===== config.mk =====
export PLATFORM = sky130hd
export DESIGN_NAME = fetch_unit
export DESIGN_NICKNAME = d
export VERILOG_FILES = /design/src/rtl/fetch_unit.sv
export SDC_FILE = /design/constraint.sdc
export NUM_CORES = 1
export LEC_CHECK = 0
export CAP_MARGIN = 5
export CORE_MARGIN = 3
export CORE_UTILIZATION = 60
export CTS_CLUSTER_SIZE = 30
export DETAILED_ROUTE_END_ITERATION = 12
export PLACE_DENSITY_LB_ADDON = 0.25
export SLEW_MARGIN = 20
export SYNTH_ARGS = -nofsm -noshare
export SYNTH_HDL_FRONTEND = slang
export SYNTH_SLANG_ARGS = --single-unit

===== constraint.sdc =====
create_clock -name clk -period 4.8 [get_ports clk]
set_clock_uncertainty 0.05 [all_clocks]
set_input_delay 0.72 -clock clk [delete_from_list [all_inputs] [get_ports clk]]
set_output_delay 0.72 -clock clk [all_outputs]
set_load 0.02 [all_outputs]

===== src/rtl/fetch_unit.sv =====
// fetch_unit -- instruction fetch front end.
//
// Owns the fetch PC and issues sequential word requests to instruction
// memory. In-order responses are buffered in a FIFO and handed to decode
// over a valid/ready handshake. Redirects from execute flush the buffer and
// discard responses that are still in flight.
//
// Optional feature macro: FETCH_MISALIGN_EN. When it is defined, a redirect to
// a non-word-aligned target parks the unit in a FAULT state and reports it on
// fetch_fault/fault_pc. When it is undefined, redirect_pc[1:0] is ignored.
//
// Parameters
//   RESET_PC    PC of the first fetch after reset
//   FIFO_DEPTH  instruction buffer entries (power of 2, >= 2); this is also
//               the cap on requests outstanding plus instructions buffered
//
// Ports
//   clk, rst_n         clock; synchronous active-low reset
//   imem_req_valid     request valid (registered)
//   imem_req_ready     memory accepts the request this cycle
//   imem_req_addr      word address of the request (the fetch PC)
//   imem_rsp_valid     in-order response valid
//   imem_rsp_data      instruction word
//   redirect_valid     branch/jump taken this cycle
//   redirect_pc        new fetch target
//   instr_valid        FIFO head valid for decode
//   instr_ready        decode consumes the head this cycle
//   instr, instr_pc    FIFO head instruction and its PC
//   fetch_fault        (FETCH_MISALIGN_EN only) misaligned redirect pending
//   fault_pc           (FETCH_MISALIGN_EN only) offending redirect target
module fetch_unit #(
  parameter logic [31:0] RESET_PC   = 32'h0000_0000,
  parameter int unsigned FIFO_DEPTH = 4
) (
  input  logic        clk,
  input  logic        rst_n,
  output logic        imem_req_valid,
  input  logic        imem_req_ready,
  output logic [31:0] imem_req_addr,
  input  logic        imem_rsp_valid,
  input  logic [31:0] imem_rsp_data,
  input  logic        redirect_valid,
  input  logic [31:0] redirect_pc,
  output logic        instr_valid,
  input  logic        instr_ready,
  output logic [31:0] instr,
  output logic [31:0] instr_pc
`ifdef FETCH_MISALIGN_EN
  ,
  output logic        fetch_fault,
  output logic [31:0] fault_pc
`endif
);

  localparam int unsigned PW = $clog2(FIFO_DEPTH);
  localparam int unsigned CW = PW + 1;

  typedef logic [PW-1:0] ptr_t;
  typedef logic [CW-1:0] cnt_t;

  localparam cnt_t DEPTH_C = cnt_t'(FIFO_DEPTH);

  typedef enum logic [1:0] {
    S_FETCH,
    S_DISCARD
`ifdef FETCH_MISALIGN_EN
    ,
    S_FAULT
`endif
  } state_t;

  state_t      state_q, state_d;
  logic [31:0] pc_q, pc_d;
  cnt_t        out_q, out_d;     // requests accepted, response not yet seen
  cnt_t        drop_q, drop_d;   // responses still to be discarded
  cnt_t        cnt_q, cnt_d;     // instruction FIFO occupancy
  ptr_t        rd_q, rd_d, wr_q, wr_d;
  ptr_t        tag_rd_q, tag_rd_d, tag_wr_q, tag_wr_d;
  logic        req_valid_q, req_valid_d;
  logic        instr_valid_q, instr_valid_d;

  logic [31:0] data_mem_q [FIFO_DEPTH];
  logic [31:0] dpc_mem_q  [FIFO_DEPTH];
  logic [31:0] tag_mem_q  [FIFO_DEPTH];  // PC of each outstanding request

  logic        do_accept, do_push, do_pop;

`ifdef FETCH_MISALIGN_EN
  logic [31:0] fault_pc_q, fault_pc_d;
`endif

  always_comb begin
    state_d   = state_q;
    pc_d      = pc_q;
    out_d     = out_q;
    drop_d    = drop_q;
    cnt_d     = cnt_q;
    rd_d      = rd_q;
    wr_d      = wr_q;
    tag_rd_d  = tag_rd_q;
    tag_wr_d  = tag_wr_q;
    do_push   = 1'b0;
    do_pop    = 1'b0;
`ifdef FETCH_MISALIGN_EN
    fault_pc_d = fault_pc_q;
`endif

    do_accept = req_valid_q && imem_req_ready;
    if (do_accept) begin
      out_d    = out_d + 1'b1;
      tag_wr_d = tag_wr_q + 1'b1;
      pc_d     = pc_q + 32'd4;
    end

    // Every response retires a tag; it is buffered only when nothing is
    // pending discard.
    if (imem_rsp_valid) begin
      out_d    = out_d - 1'b1;
      tag_rd_d = tag_rd_q + 1'b1;
      if (drop_q != '0) begin
        drop_d = drop_q - 1'b1;
      end else begin
        do_push = 1'b1;
      end
    end

    if (redirect_valid) begin
      // Everything still in flight after this edge, including a request
      // accepted this cycle for the old PC, becomes stale.
      do_push = 1'b0;
      cnt_d   = '0;
      rd_d    = '0;
      wr_d    = '0;
      pc_d    = redirect_pc & 32'hFFFF_FFFC;
      drop_d  = out_d;
      state_d = (out_d != '0) ? S_DISCARD : S_FETCH;
`ifdef FETCH_MISALIGN_EN
      if (redirect_pc[1:0] != 2'b00) begin
        state_d    = S_FAULT;
        fault_pc_d = redirect_pc;
      end
`endif
    end else begin
      do_pop = instr_valid_q && instr_ready;
      if (do_push) wr_d = wr_q + 1'b1;
      if (do_pop)  rd_d = rd_q + 1'b1;
      if (do_push && !do_pop) begin
        cnt_d = cnt_q + 1'b1;
      end else if (!do_push && do_pop) begin
        cnt_d = cnt_q - 1'b1;
      end
      if (state_q == S_DISCARD && drop_d == '0) begin
        state_d = S_FETCH;
      end
    end

    // Outputs are precomputed from next state so they leave on a register.
    req_valid_d   = (state_d == S_FETCH) && ((out_d + cnt_d) < DEPTH_C);
    instr_valid_d = (cnt_d != '0);
  end

  always_ff @(posedge clk) begin
    if (!rst_n) begin
      state_q       <= S_FETCH;
      pc_q          <= RESET_PC;
      out_q         <= '0;
      drop_q        <= '0;
      cnt_q         <= '0;
      rd_q          <= '0;
      wr_q          <= '0;
      tag_rd_q      <= '0;
      tag_wr_q      <= '0;
      req_valid_q   <= 1'b0;
      instr_valid_q <= 1'b0;
      data_mem_q    <= '{default: '0};
      dpc_mem_q     <= '{default: '0};
      tag_mem_q     <= '{default: '0};
`ifdef FETCH_MISALIGN_EN
      fault_pc_q    <= '0;
`endif
    end else begin
      state_q       <= state_d;
      pc_q          <= pc_d;
      out_q         <= out_d;
      drop_q        <= drop_d;
      cnt_q         <= cnt_d;
      rd_q          <= rd_d;
      wr_q          <= wr_d;
      tag_rd_q      <= tag_rd_d;
      tag_wr_q      <= tag_wr_d;
      req_valid_q   <= req_valid_d;
      instr_valid_q <= instr_valid_d;
      if (do_accept) begin
        tag_mem_q[tag_wr_q] <= pc_q;
      end
      if (do_push) begin
        data_mem_q[wr_q] <= imem_rsp_data;
        dpc_mem_q[wr_q]  <= tag_mem_q[tag_rd_q];
      end
`ifdef FETCH_MISALIGN_EN
      fault_pc_q    <= fault_pc_d;
`endif
    end
  end

  assign imem_req_valid = req_valid_q;
  assign imem_req_addr  = pc_q;
  assign instr_valid    = instr_valid_q;
  assign instr          = data_mem_q[rd_q];
  assign instr_pc       = dpc_mem_q[rd_q];

`ifdef FETCH_MISALIGN_EN
  assign fetch_fault = (state_q == S_FAULT);
  assign fault_pc    = fault_pc_q;
`endif

endmodule


After elaboration in Yosys (flattened, before gate mapping)
Index checks and enable logic that the tools add are counted.
{ "totals": {"register_bits": 437, "input_bits": 70, "out_inout_bits": 98} }
{ "classes": {"addsub": 11, "n_lt_le_gt_ge": 7, "n_eq_ne": 1, "mux": 32, "bitwise": 5, "n_reduce_logical": 17} }
{ "op_table": {"columns": ["op", "n"], "rows": [
  ["$bwmux 128", 3],
  ["$mux 32", 10],
  ["$bmux 32 s2", 3],
  ["$demux 32 s2", 2],
  ["$add 32x3->32 const B", 1],
  ["$mux 3", 8],
  ["$ge 3x3->1 const B", 4],
  ["$not 2->3", 4],
  ["$reduce_bool 3->1", 3],
  ["$sub 3x1->3 const B", 3],
  ["$add 2x1->2 const B", 4],
  ["$logic_and 1x1->1", 8],
  ["$add 3x1->3 const B", 2],
  ["$lt 3x1->1 const B", 2],
  ["$mux 1", 4],
  ["$mux 2", 2],
  ["$add 3x3->3", 1],
  ["$logic_not 3->1", 1],
  ["$lt 3x3->1 const B", 1],
  ["$eq 2x1->1 const B", 1],
  ["$logic_not 1->1", 2],
  ["$logic_not 2->1", 1],
  ["$reduce_bool 2->1", 1],
  ["$reduce_or 2->1", 1],
  ["$not 1->1", 1]
]} }

Logic depth before layout (Yosys ltp)
{ "logic_depth": {"word_depth": 11, "depth_mapped": 11, "depth_no_buf": 10} }

Worst setup path after synthesis
OpenSTA, ideal clock, no wires.
{ "synth_path": {"kind": "in2reg", "from": "in imem_req_ready", "to": "reg req_valid_q, in the netlist imem_req_valid", "arrival_time_ns": 2.697, "required_ns": 4.635, "setup_slack_ns": 1.938, "cell_stages": 11, "path_cell_list": "and2_1 -> buf_4 -> buf_2 -> xnor2_1 -> ha_1 -> nand2_1 -> o31a_1 -> ha_1 -> a41o_1 -> xnor3_1 -> and3_1"} }
{ "synth_between": {"elab_chain_cells": 9} }
{ "synth_lines": {"columns": ["item", "line", "text"], "rows": [
  ["start, declared", "38", "input logic imem_req_ready,"],
  ["$logic_and 1x1->1 (*)", "108", "do_accept = req_valid_q && imem_req_ready;"],
  ["$mux 3 (*)", "109", "if (do_accept) begin"],
  ["$sub 3x1->3", "118", "out_d = out_d - 1'b1;"],
  ["$mux 3 (*)", "117", "if (imem_rsp_valid) begin"],
  ["via out_d[1]", "74", "cnt_t out_q, out_d;"],
  ["branches (longest 4 deep; another with $add 3x3->3)", null, null],
  ["$logic_and 1x1->1 (*)", "158", "req_valid_d = (state_d == S_FETCH) && ((out_d + cnt_d) < DEPTH_C);"],
  ["end signal, assigned", "191", "req_valid_q <= req_valid_d;"],
  ["end, declared", "79", "logic req_valid_q, req_valid_d;"]
]} }
Mark *: on every way through the listed nets, which the timed path passes.
A chain may end at the register's enable or synchronous reset.

Final worst setup path
{ "layout_path": {"from": "reg rd_q[0]", "to": "out instr[24]"} }
{ "layout_between": {"elab_chain_cells": 4} }
{ "layout_lines": {"columns": ["item", "line", "text"], "rows": [
  ["start, declared", "77", "ptr_t rd_q, rd_d, wr_q, wr_d;"],
  ["start signal, assigned", "187", "rd_q <= rd_d;"],
  ["$not 2->3 (not written as such)", "209", "assign instr = data_mem_q[rd_q];"],
  ["$bmux 32 s2", "209", null],
  ["$mux 32 (not written as such) (2 in a row)", "209", null],
  ["end, declared", "46", "output logic [31:0] instr,"]
]} }
No other way between the ends. The select of a mux whose other input is x is not followed.

==> flow_metrics.py <==
metrics = {
    "setup_path": {
        "critPathKind": "register to output pin",
        "r2r_setup_slack_ps": 2120,
        "cp.arrival_ps": 2890,
        "cp_num_buf_inv": 2,
        "reg2reg_depth": 7,
        "critPathSlowestCell": "dfxtp_4",
        "cp-startpoint": "rd_q[0]",
        "critical_path.top_delay_family": "buffers and inverters",
        "crit_chain": "buf_4 > mux4_2 > clkdlybuf4s50_1",
        "worstPathRequired_ps": 4030,
        "crit_fanout": 33,
        "rr_startpoint": "drop_q[0]",
        "start_kind": "register",
        "cp-end-kind": "output pin",
        "worstReg2RegEnd": "dpc_mem_q[83]",
        "crit_path_max_incr_delay_ps": 790,
    },
    "place": {
        "globalplace.congestion": 0.8002,
        "dp_hpwl_um": 26260,
        "io_buffers": 161,
    },
    "synth": {
        "synth.avg_cell_area_um2": 8.519,
        "yosys.area.top_type": "dfxtp_1",
        "syn-cell-area_um2": 17750,
        "yosysSeqAreaShare_pct": 47.24,
        "synthArstFlopShare_pct": 0,
        "yosysTopAreaCellShare_pct": 47.24,
        "synth_area_leaders": "dfxtp_1, nand2_1, mux4_2, a21oi_1, clkbuf_1",
        "synth-main-ff-cell": "dfxtp_1",
        "synth_cell_type_count": 50,
        "synth-seq-cells": 419,
        "synth_cells": 2084,
        "synth-edff-count": 0,
        "yosys_warnings": 0,
    },
    "final_layout": {
        "area_growth_pct": 17.17,
        "fillCellCount": 2169,
        "multi_input_area_um2": 8606,
        "utilization_pct": 71.90,
        "drive_gt1_share_pct": 9.434,
        "antenna_cells": 0,
        "final_nets": 2228,
        "final_cell_mix": "nand2_1, dfxtp_1, a21oi_1",
        "final_common_cell": "nand2_1",
        "seq_area_um2": 8396,
    },
    "cts": {
        "clk_pin_slew_worst_paths_ps": 60,
        "cts-root-buf": "clkbuf_16",
        "cts_htree_levels": 2,
        "clockBufferDepth": 3,
        "cts_buffers": 43,
        "clk_latency_ps": 540,
        "post-cts-setup-buffer-count": 0,
        "hold_buffers": 0,
        "cts.sinks": 419,
        "post_cts_resized": 0,
        "cts_tree": "built",
    },
    "global_routing": {
        "track_usage_pct": 27.90,
        "antenna_found_initial": 0,
        "grt_pass1_vias": 14640,
        "grt_max_degree": 123,
        "grt_pass1_wl_um": 72460,
        "grt_overflow_total": 0,
    },
    "pwr": {
        "clkPwrFrac_pct": 41.8,
        "leakagePower_nw": 6.791,
        "power_density_nw_per_um2": 377.3,
        "combinationalPowerShare_pct": 11.1,
        "seqPwrFrac_pct": 47.0,
        "internal_power_mw": 5.884,
        "switching_share_pct": 25.04,
        "ir_drop_mv": 0.2406,
        "p_switching_mw": 1.965,
    },
    "drt": {
        "vias": 14880,
        "postRouteAntennaNets": 0,
        "vias_per_cell": 5.819,
        "drt_iter0_drc": 1156,
        "drt_pass1_iterations": 5,
        "wl_um": 45140,
        "drc": 0,
        "wl_per_cell_um": 17.65,
    },
    "die": {
        "io_pins": 168,
        "die_height_um": 178.0,
        "fp.dieW_um": 178.0,
        "dieArea_um2": 31690,
        "core_um2": 28940,
        "row_count": 62,
        "start_util_pct": 61.36,
    },
    "min_path": {
        "hold_depth": 2,
        "worstHoldStart": "data_mem_q[71]",
        "holdCritPathClass": "register to register",
        "hold_path_end": "data_mem_q[71]",
    },
    "timing": {
        "finalCriticalPeriod_ps": 3659,
        "hold_viol": 0,
        "drv_slew": 0,
        "relSlewSlack_pct": 32.93,
        "rsz0062_at_grt": "no",
        "fin_crit_sh_pct": 76.22,
        "setup_tns_ps": 0,
        "tightest_slew_ps": 1006,
        "max_freq_ghz": 0.2733,
        "setup_viol": 0,
    },
    "flow_run": {
        "cap_viol_max_count": 0,
    },
    "outcome": {
        "status": "finished clean",
    },
}
==> worst min-delay path, stage by stage, from the launching register on <==
cell     delay (ps)
dfxtp_1         310
nand2_1          50
a21oi_1          50
==> state kept, by name (all words and copies together) (netlist names), 3 cells and up <==
| name | cells |
|---|---|
| tag_mem_q | 120 |
| out_q | 3 |
| data_mem_q | 128 |
| cnt_q | 3 |
| imem_req_addr | 30 |
| dpc_mem_q | 120 |
| drop_q | 3 |
==> cell usage after synthesis (3+ instances only) <==
cell type	number
and3_1	11
nor3_1	13
nand4_1	5
mux2i_1	3
nor2b_1	4
a21oi_1	393
buf_4	6
a21boi_0	3
nor2_1	33
a211oi_1	13
o21ai_0	18
buf_2	48
a311oi_1	3
nor4_1	3
xor2_1	11
and2_1	8
dfxtp_1	419
nand2_1	776
xnor3_1	5
nand3_1	15
o22ai_1	3
inv_1	14
buf_1	3
and4_1	4
mux4_2	92
ha_1	16
xnor2_1	22
clkbuf_1	115
==> stage by stage <==
step	area [um2]	total power, mW	instances	worst slack, ps	hold slack [ps]
2_1_floorplan	17770	4.308	2087	1938	383.1
3_3_place_gp	19400	4.606	2481	1373	388.3
3_5_place_dp	19400	4.631	2481	1267	395.2
4_1_cts	20800	7.875	2557	1099	403.4
5_1_grt	20800	8.110	2557	1005	415.9
6_report	20800	7.850	2557	1141	400.2
==> worst max-delay path by stage <==
stage | to | slack [ps] | depth (start not counted)
2_1_floorplan | imem_req_valid | 1940 | 11
3_3_place_gp | dpc_mem_q[75] | 1370 | 6
3_5_place_dp | dpc_mem_q[83] | 1270 | 6
4_1_cts | instr[24] | 1100 | 3
5_1_grt | instr[17] | 1010 | 3
6_report | instr[24] | 1140 | 3
==> power by group through the flow <==
| stage | clock, mW | combinational (mW) | sequential, mW |
|---|---|---|---|
| floorplan | 0 | 0.582 | 3.73 |
| global placement | 0 | 0.848 | 3.76 |
| detailed placement | 0 | 0.867 | 3.76 |
| CTS | 3.32 | 0.872 | 3.69 |
| global route | 3.46 | 0.944 | 3.70 |
| finish | 3.28 | 0.874 | 3.69 |
==> layout make-up <==
| type | count | area share, % |
|---|---|---|
| clock buffer | 64 | 6.291 |
| sequential | 419 | 40.36 |
| inverter | 16 | 0.3248 |
| timing repair buffer | 185 | 8.913 |
| clock inverter | 12 | 0.4390 |
| tap | 384 | 2.309 |
| multi-input combinational | 1477 | 41.37 |
==> metal layers <==
metal | vias to the layer above | GRT usage [%] | wire [um] | share of wire (%)
met2 | 560 | 47.84 | 22360 | 50
met5 | - | 0 | 0 | 0
met1 | 7145 | 36.87 | 18730 | 41
li1 | 7108 | - | - | -
met3 | 66 | 4.576 | 3343 | 7.4
met4 | 0 | 7.330 | 709 | 1.6
==> logic make-up after synthesis <==
| group | count (synthesis) | synth area share, % |
|---|---|---|
| compound gates | 440 | 12.83 |
| other cells | 1 | 0.02112 |
| simple gates | 884 | 20.11 |
| mux | 95 | 11.84 |
| flops | 419 | 47.24 |
| fa+ha+maj | 16 | 1.128 |
| xor+xnor | 38 | 2.262 |
| buf+inv | 191 | 4.559 |
(Power assumes the default switching activity.)
